==> src/rtl/dcache_lsu_if.sv <==
`default_nettype none
// ============================================================================
// Module   : dcache_lsu_if
// Desc     : Word-wide request/acknowledge data memory bus between LSU and memory.
// Revision : 1.0
// ============================================================================
interface dcache_lsu_if;
  logic        mem_req;
  logic        mem_we;
  logic [31:0] mem_addr;
  logic [3:0]  mem_wstrb;
  logic [31:0] mem_wdata;
  logic        mem_ack;
  logic [31:0] mem_rdata;

  modport master (
    output mem_req,
    output mem_we,
    output mem_addr,
    output mem_wstrb,
    output mem_wdata,
    input  mem_ack,
    input  mem_rdata
  );

  modport slave (
    input  mem_req,
    input  mem_we,
    input  mem_addr,
    input  mem_wstrb,
    input  mem_wdata,
    output mem_ack,
    output mem_rdata
  );
endinterface
`default_nettype wire

==> src/rtl/dcache_lsu.sv <==
`default_nettype none
// ============================================================================
// Module   : dcache_lsu
// Desc     : Memory-stage load/store unit: one bus transaction per access, byte
//            strobes, load extension, bus timeout. DCACHE_MISALIGN_TRAP_EN traps
//            misaligned half/word accesses instead of aligning them down.
// Revision : 1.0
// ============================================================================
module dcache_lsu #(
  parameter int unsigned TIMEOUT_CYCLES = 255
) (
  input  logic         clk,
  input  logic         rst_n,
  input  logic         req_valid,
  input  logic         ren,
  input  logic [2:0]   rwidth,
  input  logic         rsign,
  input  logic         wen,
  input  logic [2:0]   wwidth,
  input  logic [31:0]  addr,
  input  logic [31:0]  wdata,
  dcache_lsu_if.master bus,
  output logic         stall,
  output logic         done,
  output logic [31:0]  rdata,
  output logic         access_err
);

  typedef enum logic [0:0] {
    S_IDLE = 1'b0,
    S_BUSY = 1'b1
  } state_t;

  localparam logic [7:0] c_tc_last = 8'(TIMEOUT_CYCLES - 1);

  state_t      r_state;
  logic [1:0]  r_lane;
  logic [2:0]  r_width;
  logic        r_sign;
  logic [7:0]  r_tcnt;

  logic        w_req;
  logic        w_legal;
  logic        w_width_ok;
  logic [2:0]  w_width;
  logic [1:0]  w_lane;
  logic [3:0]  w_strb;
  logic [31:0] w_wdata_rep;
  logic [31:0] w_shifted;
  logic [31:0] w_load;

  assign w_req      = req_valid && (ren || wen);
  assign w_width    = wen ? wwidth : rwidth;
  assign w_width_ok = (w_width == 3'd1) || (w_width == 3'd2) || (w_width == 3'd4);

`ifdef DCACHE_MISALIGN_TRAP_EN
  logic w_misalign;
  assign w_misalign = ((w_width == 3'd2) && addr[0]) ||
                      ((w_width == 3'd4) && (addr[1:0] != 2'b00));
  // Any request that survives the trap is already naturally aligned.
  assign w_lane     = addr[1:0];
  assign w_legal    = (ren ^ wen) && w_width_ok && !w_misalign;
`else
  assign w_lane     = (w_width == 3'd4) ? 2'b00 :
                      (w_width == 3'd2) ? {addr[1], 1'b0} : addr[1:0];
  assign w_legal    = (ren ^ wen) && w_width_ok;
`endif

  always_comb begin
    w_strb      = 4'b1111;
    w_wdata_rep = wdata;
    case (w_width)
      3'd1: begin
        w_strb      = 4'b0001 << w_lane;
        w_wdata_rep = {4{wdata[7:0]}};
      end
      3'd2: begin
        w_strb      = 4'b0011 << w_lane;
        w_wdata_rep = {2{wdata[15:0]}};
      end
      default: ;
    endcase
  end

  // Bring the addressed lane down to bit 0, then truncate and extend.
  assign w_shifted = bus.mem_rdata >> {r_lane, 3'b000};

  always_comb begin
    w_load = w_shifted;
    case (r_width)
      3'd1:    w_load = {{24{r_sign & w_shifted[7]}},  w_shifted[7:0]};
      3'd2:    w_load = {{16{r_sign & w_shifted[15]}}, w_shifted[15:0]};
      default: ;
    endcase
  end

  assign stall = ((r_state == S_IDLE) && w_req && w_legal) ||
                 ((r_state == S_BUSY) && !bus.mem_ack);

  always_ff @(posedge clk or negedge rst_n) begin
    if (!rst_n) begin
      r_state       <= S_IDLE;
      r_lane        <= 2'b00;
      r_width       <= 3'd0;
      r_sign        <= 1'b0;
      r_tcnt        <= 8'd0;
      bus.mem_req   <= 1'b0;
      bus.mem_we    <= 1'b0;
      bus.mem_addr  <= 32'd0;
      bus.mem_wstrb <= 4'd0;
      bus.mem_wdata <= 32'd0;
      done          <= 1'b0;
      access_err    <= 1'b0;
      rdata         <= 32'd0;
    end else begin
      done       <= 1'b0;
      access_err <= 1'b0;
      case (r_state)
        S_IDLE: begin
          if (w_req) begin
            if (w_legal) begin
              r_state       <= S_BUSY;
              r_lane        <= w_lane;
              r_width       <= w_width;
              r_sign        <= rsign;
              r_tcnt        <= 8'd0;
              bus.mem_req   <= 1'b1;
              bus.mem_we    <= wen;
              bus.mem_addr  <= {addr[31:2], 2'b00};
              bus.mem_wstrb <= wen ? w_strb : 4'b0000;
              bus.mem_wdata <= w_wdata_rep;
            end else begin
              access_err <= 1'b1;
            end
          end
        end
        S_BUSY: begin
          // Ack is tested first so an ack on the expiry cycle still completes.
          if (bus.mem_ack) begin
            r_state     <= S_IDLE;
            bus.mem_req <= 1'b0;
            done        <= 1'b1;
            if (!bus.mem_we) begin
              rdata <= w_load;
            end
          end else if (r_tcnt == c_tc_last) begin
            r_state     <= S_IDLE;
            bus.mem_req <= 1'b0;
            access_err  <= 1'b1;
          end else begin
            r_tcnt <= r_tcnt + 8'd1;
          end
        end
        default: r_state <= S_IDLE;
      endcase
    end
  end

endmodule
`default_nettype wire
==> src/flat_wrapper.sv <==
// flat-port wrapper written by rule: the top's interface ports become plain ports
module dcache_lsu_flat 
#(
  parameter int unsigned TIMEOUT_CYCLES = 255
)
  (clk, rst_n, req_valid, ren, rwidth, rsign, wen, wwidth, addr, wdata, stall, done, rdata, access_err, bus_mem_req, bus_mem_we, bus_mem_addr, bus_mem_wstrb, bus_mem_wdata, bus_mem_ack, bus_mem_rdata);
  dcache_lsu_if bus_i ();
  input  logic clk;
  input  logic rst_n;
  input  logic req_valid;
  input  logic ren;
  input  logic [2:0] rwidth;
  input  logic rsign;
  input  logic wen;
  input  logic [2:0] wwidth;
  input  logic [31:0] addr;
  input  logic [31:0] wdata;
  output logic stall;
  output logic done;
  output logic [31:0] rdata;
  output logic access_err;
  output wire logic [$bits(bus_i.mem_req)-1:0] bus_mem_req;
  output wire logic [$bits(bus_i.mem_we)-1:0] bus_mem_we;
  output wire logic [$bits(bus_i.mem_addr)-1:0] bus_mem_addr;
  output wire logic [$bits(bus_i.mem_wstrb)-1:0] bus_mem_wstrb;
  output wire logic [$bits(bus_i.mem_wdata)-1:0] bus_mem_wdata;
  input wire logic [$bits(bus_i.mem_ack)-1:0] bus_mem_ack;
  input wire logic [$bits(bus_i.mem_rdata)-1:0] bus_mem_rdata;
  assign bus_mem_req = bus_i.mem_req;
  assign bus_mem_we = bus_i.mem_we;
  assign bus_mem_addr = bus_i.mem_addr;
  assign bus_mem_wstrb = bus_i.mem_wstrb;
  assign bus_mem_wdata = bus_i.mem_wdata;
  assign bus_i.mem_ack = bus_mem_ack;
  assign bus_i.mem_rdata = bus_mem_rdata;
  dcache_lsu #(.TIMEOUT_CYCLES(TIMEOUT_CYCLES)) u_core (.clk(clk), .rst_n(rst_n), .req_valid(req_valid), .ren(ren), .rwidth(rwidth), .rsign(rsign), .wen(wen), .wwidth(wwidth), .addr(addr), .wdata(wdata), .bus(bus_i), .stall(stall), .done(done), .rdata(rdata), .access_err(access_err));
endmodule
==> config.mk <==
export PLATFORM = sky130hd
export DESIGN_NAME = dcache_lsu_flat
export DESIGN_NICKNAME = d
export VERILOG_FILES = /design/src/rtl/dcache_lsu_if.sv /design/src/rtl/dcache_lsu.sv /design/src/flat_wrapper.sv
export SDC_FILE = /design/constraint.sdc
export NUM_CORES = 1
export LEC_CHECK = 0
export ABC_CLOCK_PERIOD_IN_PS = 3700
export BUFFER_PORTS_ARGS = -buffer_cell sky130_fd_sc_hd__buf_2
export CORE_MARGIN = 1
export CORE_UTILIZATION = 45
export DETAILED_ROUTE_END_ITERATION = 10
export PLACE_DENSITY = 0.71
export REMOVE_ABC_BUFFERS = 1
export SLEW_MARGIN = 10
export SYNTH_ARGS = -nofsm -noshare
export SYNTH_HDL_FRONTEND = slang
export SYNTH_SLANG_ARGS = --single-unit
==> constraint.sdc <==
create_clock -name clk -period 3.7 [get_ports clk]
set_input_delay 0.74 -clock clk [delete_from_list [all_inputs] [get_ports clk]]
set_output_delay 0.74 -clock clk [all_outputs]
set_load 0.05 [all_outputs]
==> results.py <==
metrics = {
    "timing": {
        "slew_violations": 0,
        "setup_violations": 0,
        "min_period_over_period": 0.833,
        "worst_pin_slew_ns": 0.715,
        "hold_viol_final": 0,
        "rsz0062_at_grt": "no",
        "fin_hold_ws_ns": 0.367,
        "max_freq_mhz": 324,
        "slew_headroom": 0.522,
        "worst_slack_ns": 0.616,
        "skew_ns": 0.00642,
        "fin_crit_ns": 3.08,
    },
    "critical_path": {
        "critPathKind": "in -> out",
        "r2r_setup_slack_ns": 1.70,
        "crit_fanout": 15,
        "regToRegStartpoint": "u_core.r_state$_DFF_PN0_",
        "critical_path_required_ns": 2.96,
        "startpoint_type": "primary input",
        "crit_arrival_ns": 2.34,
        "r2r_end": "u_core.r_tcnt[7]$_DFFE_PN0P_",
        "ff2ff_path_depth": 6,
        "crit_path_end_kind": "primary output",
    },
    "clocking": {
        "cts_sinks": 117,
        "cts_tree": "done",
        "cts_max_path_buffers": 2,
        "hold_buffers": 0,
        "post-cts-setup-buffers": 0,
        "h-tree-depth": 4,
        "clk-insertion-delay-late_ns": 0.41,
        "path_clk_slew_ns": 0.05,
        "cts_root_buf": "clkbuf_16",
        "cts.repair.resized": 0,
        "cts-buffers-inserted": 17,
    },
    "final_layout": {
        "final_nets": 827,
        "syn_to_final_growth_pct": 30.1,
        "fin_util": 0.608,
        "fin_cells": 900,
        "drive_above_1_share": 0.474,
        "diodes": 0,
    },
    "worst_hold_path": {
        "min-delay-path-class": "in -> async",
    },
    "logic_synthesis": {
        "yosysWarnings": 0,
        "synth_top_area_share": 0.493,
        "ys_seq_elements": 117,
        "synth_seq_area_share": 0.493,
        "synth_enable_flop_cells": 0,
        "ys.flop_type": "dfrtp_1",
        "synthCells": 504,
        "synth_top_area_cell": "dfrtp_1",
        "avgSynthCellArea_um2": 11.8,
        "synthArstFlopShare": 1.00,
        "synth_cell_types": 53,
        "synth_area_um2": 5940,
        "netlist_top_cells_area": "dfrtp_1 49%, mux2_4 12%, mux2_2 6.6%",
    },
    "global_routing": {
        "grt_pass1_wl_um": 23800,
        "grt_overflow": 0,
        "first_global_vias": 4689,
        "antenna_found_initial": 0,
        "track_usage": 0.233,
        "grt_max_degree": 70,
    },
    "power_and_ir_drop": {
        "design_power_total_uw": 7410,
        "vdd_ir_drop_max_uv": 624,
        "power_density_nw_per_um2": 958,
        "leakagePower_uw": 0.00399,
    },
    "die": {
        "ioPinCount": 214,
        "die_area_um2": 13700,
        "die_w_um": 117,
        "rows": 41,
        "coreArea_um2": 12700,
        "fp.dieH_um": 117,
        "start_util": 0.467,
    },
    "placement": {
        "dp_hpwl_um": 11100,
        "gp_congestion": 0.812,
        "place_ws_ns": 0.632,
        "placed_cells_incl_taps": 868,
        "portBuffers": 211,
    },
    "drt": {
        "drc": 0,
        "routed-via-count": 4770,
        "via_per_inst": 5.30,
        "wl_per_cell_um": 17.1,
        "wl_um": 15400,
        "drtIter0Drc": 226,
        "ant_nets": 0,
        "firstDrtPassIters": 4,
    },
    "flow_run": {
        "maxCapViolCount": 0,
    },
    "run_status": {
        "status": "finished clean",
    },
}
[power by group]
| group | internal (uW) | switching (uW) |
|---|---|---|
| logic | 1060 | 2560 |
| clock network | 1080 | 564 |
| registers | 1810 | 341 |
| total | 3940 | 3470 |
[cell usage after synthesis, types with 3 or more instances]
| library cell | count |
|---|---|
| a21oi_1 | 24 |
| a2bb2oi_1 | 10 |
| a31oi_1 | 5 |
| and3_1 | 3 |
| buf_2 | 6 |
| buf_6 | 10 |
| clkbuf_1 | 12 |
| dfrtp_1 | 117 |
| ha_1 | 3 |
| inv_1 | 12 |
| mux2_1 | 4 |
| mux2_2 | 35 |
| mux2_4 | 49 |
| mux2i_1 | 23 |
| nand2_1 | 55 |
| nand2b_1 | 11 |
| nor2_1 | 30 |
| nor2b_1 | 3 |
| o211ai_1 | 7 |
| o21ai_0 | 24 |
| o22a_1 | 10 |
| o22ai_1 | 9 |
| o31ai_1 | 4 |
[critical path, cell delays in order]
cell and delay (ns):
buf_2 0.25, mux2i_4 0.52, xnor2_1 0.19, o21ai_4 0.23, nand2_4 0.08, nand2_1 0.08
buf_2 0.26
[flip-flops by register name (all words and copies together) (netlist names)]
signal and count:
u_core.rdata 32, u_core.r_state 1, u_core.r_lane 2, u_core.r_sign 1, u_core.access_err 1, u_core.bus.mem_req 1
u_core.done 1, u_core.bus.mem_wdata 32, u_core.bus.mem_addr 30, u_core.bus.mem_wstrb 4, u_core.bus.mem_we 1, u_core.r_width 3
u_core.r_tcnt 8
[worst max path at each step]
stage / start / endpoint / cells past startpoint
after CTS: wen / stall / 7
final: wen / stall / 7
after floorplan: ren / stall / 5
after global routing: wen / stall / 7
after global placement: wen / stall / 7
after detailed placement: wen / stall / 7
[stage by stage]
step	cell area, um2	setup TNS (ns)
6_report	7730	0
5_1_grt	7730	0
4_1_cts	7730	0
3_5_place_dp	7130	0
3_3_place_gp	7130	0
2_1_floorplan	5730	-0.524
[cells by family after synthesis]
kind of cell             synth area share
adder cells (fa/ha/maj)           0.00632
buffers and inverters              0.0430
other                            0.000631
XOR/XNOR                          0.00442
multiplexers                        0.244
AO/OA/AOI/OAI                       0.118
AND/OR/NAND/NOR                    0.0908
flip-flops                          0.493
[layout make-up]
class / instances / area (um2)
multi-input combinational: 344 / 2770
sequential: 117 / 2930
tap: 172 / 215
inverter: 12 / 45.0
timing repair buffer: 223 / 1170
clock buffer: 24 / 502
fill: 1064 / 4990
clock inverter: 8 / 96.3
[metal layers]
layer / track usage / up-vias / wire, um
li1: - / 2212 / -
met1: 0.283 / 2337 / 6420
met2: 0.389 / 204 / 7520
met3: 0.0747 / 17 / 1250
met4: 0.0886 / 0 / 221
met5: 0 / - / 0
[cells in the final DEF, fill, tap and decap left out, types with 5 or more instances in the layout]
cell and count:
inv_1 12, mux2i_1 23, a21oi_1 24, nor2_1 30, nand2b_1 11, o22a_1 10, mux2_4 49, a2bb2oi_1 10
dfrtp_1 117, o211ai_1 7, o21ai_0 24, buf_2 210, nand2_1 55, mux2_2 35, a31oi_1 5, clkbuf_8 5
buf_4 11, o22ai_1 9, clkbuf_16 17
Note: power is estimated with default switching activity, not from simulation.
